===== config.mk =====
export PLATFORM = sky130hd
export DESIGN_NAME = icache_refill_responder
export DESIGN_NICKNAME = d
export VERILOG_FILES = /design/src/rtl/icache_pkg.sv /design/src/rtl/refill_mem_array.sv /design/src/rtl/icache_refill_responder.sv
export SDC_FILE = /design/constraint.sdc
export NUM_CORES = 1
export LEC_CHECK = 0
export ABC_AREA = 1
export CAP_MARGIN = 10
export CORE_MARGIN = 5
export CORE_UTILIZATION = 62
export DETAILED_ROUTE_END_ITERATION = 7
export PLACE_DENSITY = 0.76
export SETUP_SLACK_MARGIN = 0.15
export SLEW_MARGIN = 20
export SYNTH_ARGS = -nofsm -noshare
export SYNTH_HDL_FRONTEND = slang
export SYNTH_SLANG_ARGS = --single-unit

===== constraint.sdc =====
create_clock -name clock -period 4.8 [get_ports clock]
set_input_delay 0.96 -clock clock [delete_from_list [all_inputs] [get_ports clock]]
set_output_delay 0.96 -clock clock [all_outputs]
set_load 0.02 [all_outputs]

===== src/rtl/icache_pkg.sv =====
// icache_pkg: line geometry and refill FSM states shared by the icache fill logic and its responder
package icache_pkg;
  localparam int LINE_BEATS = 4;
  localparam int DATA_W = 32;
  localparam int LINE_OFF_W = $clog2(LINE_BEATS * DATA_W / 8);
  typedef enum logic [1:0] {IDLE, WAIT, BURST} refill_state_t;
endpackage


===== src/rtl/refill_mem_array.sv =====
// refill_mem_array: word array with backdoor write port and a registered, zero-on-error read
module refill_mem_array #(
  parameter int DATA_W = 32,
  parameter int MEM_WORDS = 32,
  parameter int IW = $clog2(MEM_WORDS)
) (
  input  logic              clock,
  input  logic              reset,
  input  logic              load_en,
  input  logic [IW-1:0]     load_idx,
  input  logic [DATA_W-1:0] load_data,
  input  logic              rd_en,
  input  logic              rd_ok,
  input  logic [IW-1:0]     rd_idx,
  output logic [DATA_W-1:0] rd_data
);
  logic [DATA_W-1:0] mem [MEM_WORDS];
  always_ff @(posedge clock)
    if (load_en) mem[load_idx] <= load_data;
  always_ff @(posedge clock)
    if (reset) rd_data <= '0;
    else if (rd_en) rd_data <= rd_ok ? mem[rd_idx] : '0;
endmodule


===== src/rtl/icache_refill_responder.sv =====
// icache_refill_responder: serves one line refill at a time after a fixed first-beat latency
module icache_refill_responder #(
  parameter int ADDR_W = 32,
  parameter int DATA_W = icache_pkg::DATA_W,
  parameter int MEM_WORDS = 32,
  parameter logic [ADDR_W-1:0] MEM_BASE = 'h8000_0000,
  parameter int LINE_BEATS = icache_pkg::LINE_BEATS,
  parameter int FIRST_LAT = 2
) (
  input  logic                         clock,
  input  logic                         reset,
  input  logic                         req_valid,
  output logic                         req_ready,
  input  logic [ADDR_W-1:0]            req_addr,
  output logic                         rvalid,
  input  logic                         rready,
  output logic [DATA_W-1:0]            rdata,
  output logic                         rlast,
  output logic                         rerr,
  input  logic                         load_en,
  input  logic [$clog2(MEM_WORDS)-1:0] load_idx,
  input  logic [DATA_W-1:0]            load_data
);
  import icache_pkg::*;
  localparam int IW = $clog2(MEM_WORDS);
  localparam int BW = $clog2(LINE_BEATS);
  localparam int OFF_W = $clog2(LINE_BEATS * DATA_W / 8);
  localparam int WB = $clog2(DATA_W / 8);
  localparam logic [ADDR_W-1:0] LINE_MASK = ~ADDR_W'(2 ** OFF_W - 1);
  refill_state_t state;
  logic [ADDR_W-1:0] base, src, widx;
  logic [BW-1:0] beat, nbeat;
  logic [3:0] lat;
  logic hs, fire, load, in_range;
  assign req_ready = state == IDLE && !reset;
  assign rvalid = state == BURST;
  assign hs = req_valid && req_ready;
  assign fire = rvalid && rready;
  // the read is issued one cycle ahead so rdata is registered when the beat is presented
  always_comb begin
    nbeat = fire ? beat + 1'b1 : '0;
    src = state == IDLE ? req_addr & LINE_MASK : base;
    widx = ((src - MEM_BASE) >> WB) + ADDR_W'(nbeat);
    in_range = widx < ADDR_W'(MEM_WORDS);
    load = (fire && !rlast) || (hs && FIRST_LAT == 0) || (state == WAIT && lat == 4'(FIRST_LAT - 1));
  end
  refill_mem_array #(.DATA_W(DATA_W), .MEM_WORDS(MEM_WORDS)) u_mem (
    .clock(clock),
    .reset(reset),
    .load_en(load_en),
    .load_idx(load_idx),
    .load_data(load_data),
    .rd_en(load),
    .rd_ok(in_range),
    .rd_idx(widx[IW-1:0]),
    .rd_data(rdata)
  );
  always_ff @(posedge clock)
    if (reset) begin
      state <= IDLE;
      base <= '0;
      beat <= '0;
      lat <= '0;
      rlast <= 1'b0;
      rerr <= 1'b0;
    end else begin
      if (load) begin
        rlast <= nbeat == BW'(LINE_BEATS - 1);
        rerr <= !in_range;
      end
      case (state)
        IDLE: if (hs) begin
          base <= src;
          beat <= '0;
          lat <= '0;
          state <= FIRST_LAT == 0 ? BURST : WAIT;
        end
        WAIT: begin
          lat <= lat + 1'b1;
          if (lat == 4'(FIRST_LAT - 1)) state <= BURST;
        end
        BURST: if (fire) begin
          beat <= beat + 1'b1;
          if (rlast) begin
            state <= IDLE;
            rlast <= 1'b0;
            rerr <= 1'b0;
          end
        end
        default: state <= IDLE;
      endcase
    end
endmodule


==> impl_metrics.json <==
{
  "cts_inserted_buffers": 108,
  "synth_most_common_cell": "edfxtp_1",
  "critPathTopFamily": "simple AND/OR/NAND/NOR gates",
  "maxCapViolCount": 0,
  "syn_area_um2": 45800,
  "nNetsFinal": 4009,
  "crit_chain": "clkdlybuf4s50_1 -> nand2_1 -> nor2_1 -> ha_4 -> fa_4 -> inv_8 -> buf_12 -> a21oi_1 -> o21ai_0 -> o21ai_0 -> o21ai_0 -> o22ai_1 -> nand2_1 -> nand2_1 -> nor2_1 -> nand3_1 -> a21oi_1",
  "post_drt_wl_per_cell_um": 24.5,
  "synth_xor_xnor_area_share": 0.00134,
  "rows": 99,
  "routed_via_density": 6.21,
  "ctsResizeCount": 0,
  "hpwl_um": 67600,
  "syn_inst": 3800,
  "cts_max_level": 3,
  "status": "completed",
  "port-buffer-count": 105,
  "worst_slack_ns": 0.626,
  "clockBufferDepth": 3,
  "synth-warning-count": 0,
  "synth_top_cell_area_share": 0.671,
  "cts_sinks": 1096,
  "finalCriticalPeriod_ns": 4.17,
  "post_route_cells_drive_above_1_share": 0.133,
  "nFillCells": 4796,
  "antenna_found_initial": 4,
  "start_kind": "input port",
  "critPathLaunch": "rready",
  "powerDensity_nw_per_um2": 391,
  "period_share": 0.869,
  "cp.arrival_ns": 4.78,
  "max-vdd-ir-drop_mv": 0.310,
  "synth.ff_latch_count": 1096,
  "fmax_mhz": 240,
  "dieWidth_um": 282,
  "yosysUniqueCellTypes": 37,
  "final_antenna_net_count": 0,
  "start_util": 0.627,
  "ioPinCount": 110,
  "cp_data_required_time_ns": 5.40,
  "synth_flop_cell": "edfxtp_1",
  "cpMaxStageDelayCell": "fa_4",
  "place_ws_ns": 0.105,
  "synth-seq-area-share": 0.703,
  "timing.rr.start": "state[1]$_SDFFE_PP0P_",
  "syn_nets": 3879,
  "end_kind": "flop",
  "design.core.area_um2": 73100,
  "overflow": 0,
  "first_global_vias": 30100,
  "grt_use_total": 0.304,
  "cts_hold_buf": 0,
  "synth_compound_area_frac": 0.132,
  "clk_latency_ns": 0.67,
  "hp-class": "reg -> reg",
  "multiInputGateArea_um2": 11400,
  "yosysTopAreaCell": "edfxtp_1",
  "r2r-end": "u_mem.rd_data[6]$_SDFFE_PP0N_",
  "fp.dieArea_um2": 79400,
  "synthSimpleGateAreaFrac": 0.0636,
  "reg2reg_depth": 18,
  "postCtsSetupRepairBufs": 0,
  "finalClockSkew_ns": 0.0158,
  "drv_slew": 0,
  "cp.depth": 17,
  "cts.reportedPaths.clkPinSlew_ns": 0.06,
  "hold_viol": 0,
  "rsz0062_at_grt": "false",
  "cts_root_buffer": "clkbuf_16",
  "synth-adder-area-share": 0.00153,
  "crit_fanout": 34,
  "worst-path-buf-inv": 3,
  "relSlewSlack": 0.275,
  "dieHeight_um": 282,
  "setup_viol": 0,
  "drt_iter0_markers": 3795,
  "seqCellArea_um2": 32200,
  "crit_end": "u_mem.rd_data[6]$_SDFFE_PP0N_",
  "slowest_delay_ns": 0.73,
  "power_leakage_uw": 0.0185,
  "syn_area_per_cell_um2": 12.1,
  "synth-async-reset-ratio": 0,
  "worst-setup-path-type": "in -> reg",
  "synth_top_family_by_area": "compound AO/OA/AOI/OAI gates",
  "cts_tree": "yes",
  "grt_pass1_wl_um": 182000,
  "vias": 30900,
  "synth_area_leaders": "edfxtp_1, o21ai_0, a21oi_1, mux2_2, inv_1",
  "tightest_slew_ns": 1.08,
  "synth_edf_count": 1024,
  "ys_top_cells_by_count": "edfxtp_1, o21ai_0, a21oi_1",
  "area_growth_pct": 14.4,
  "muxShareOfSynthArea": 0.0440,
  "fin_tns_setup_ns": 0,
  "drc": 0,
  "dr.pass1.iters": 6,
  "wl_um": 122000,
  "globalplace.congestion": 0.844,
  "reg2reg_setup_slack_ns": 0.69,
  "grt_max_degree": 90
}
state kept, by name (all words and copies together) (netlist names):
register and cells:
state 2, lat 4, base 30, rerr 1, beat 2, u_mem.mem 1024
u_mem.rd_data 32, rlast 1
cells by family after synthesis:
kind of cell	count (synthesis)
AO/OA/AOI/OAI	1163
XOR/XNOR	7
adder cells (fa/ha/maj)	5
buffers and inverters	640
flip-flops	1096
multiplexers	182
AND/OR/NAND/NOR	707
worst min path at each step:
stage	startpoint	end	slack (ns)	depth (start not counted)
2_1_floorplan	base[31]$_SDFFE_PP0P_	base[31]$_SDFFE_PP0P_	0.42	2
3_3_place_gp	base[31]$_SDFFE_PP0P_	base[31]$_SDFFE_PP0P_	0.43	2
3_5_place_dp	base[31]$_SDFFE_PP0P_	base[31]$_SDFFE_PP0P_	0.44	2
4_1_cts	base[31]$_SDFFE_PP0P_	base[31]$_SDFFE_PP0P_	0.47	2
5_1_grt	u_mem.rd_data[25]$_SDFFE_PP0N_	u_mem.rd_data[25]$_SDFFE_PP0N_	0.49	2
6_report	base[31]$_SDFFE_PP0P_	base[31]$_SDFFE_PP0P_	0.46	2
worst min-delay path, delay by kind of cell, from the launching register on:
kind	cells	cell delay (ns)
AO/OA/AOI/OAI	1	0.06
flip-flops	1	0.30
buffers and inverters	1	0.06
metrics by stage:
step           hold slack [ns]  power [uW]  instances  instance area, um^2   util
6_report                 0.462       20500       4979                52400  0.717
4_1_cts                  0.466       20600       4975                52500  0.718
5_1_grt                  0.495       21100       4978                52400  0.717
3_3_place_gp             0.434       12400       4779                49000  0.670
2_1_floorplan            0.425       11700       3800                45800      -
3_5_place_dp             0.442       12400       4779                49000  0.670
placed cells by master (no fill, tap or decap), drive strengths merged, types with 9 or more instances in the layout:
master,synthesis,final
clkbuf,172,138
bufinv,0,9
clkdlybuf4s50,0,97
nand2,281,281
o211ai,62,62
a21oi,415,415
dfxtp,72,72
nand4,11,11
nor2,305,305
mux2i,27,27
buf,57,152
o22ai,24,24
inv,407,410
nand3,99,99
clkinv,4,43
mux2,155,155
o21ai,653,653
edfxtp,1024,1024
report_power, final:
group | internal (uW) | switching, uW
clock | 4740 | 3500
combinational | 471 | 1160
sequential | 10600 | 44.7
total | 15800 | 4710
per-layer routing:
layer / up-vias / wire length, um / GRT usage
li1: 13900 / - / -
met1: 15100 / 45400 / 0.406
met2: 1664 / 59500 / 0.504
met3: 323 / 11300 / 0.0519
met4: 0 / 5680 / 0.127
met5: - / 0 / 0
cell type report:
class	instances	area share
antenna	4	0.000191
clock buffer	138	0.0552
clock inverter	58	0.0108
inverter	411	0.0296
multi-input combinational	2064	0.217
sequential	1096	0.614
tap	959	0.0229
timing repair buffer	249	0.0502
No activity file was read; power rests on OpenSTA's default activity.
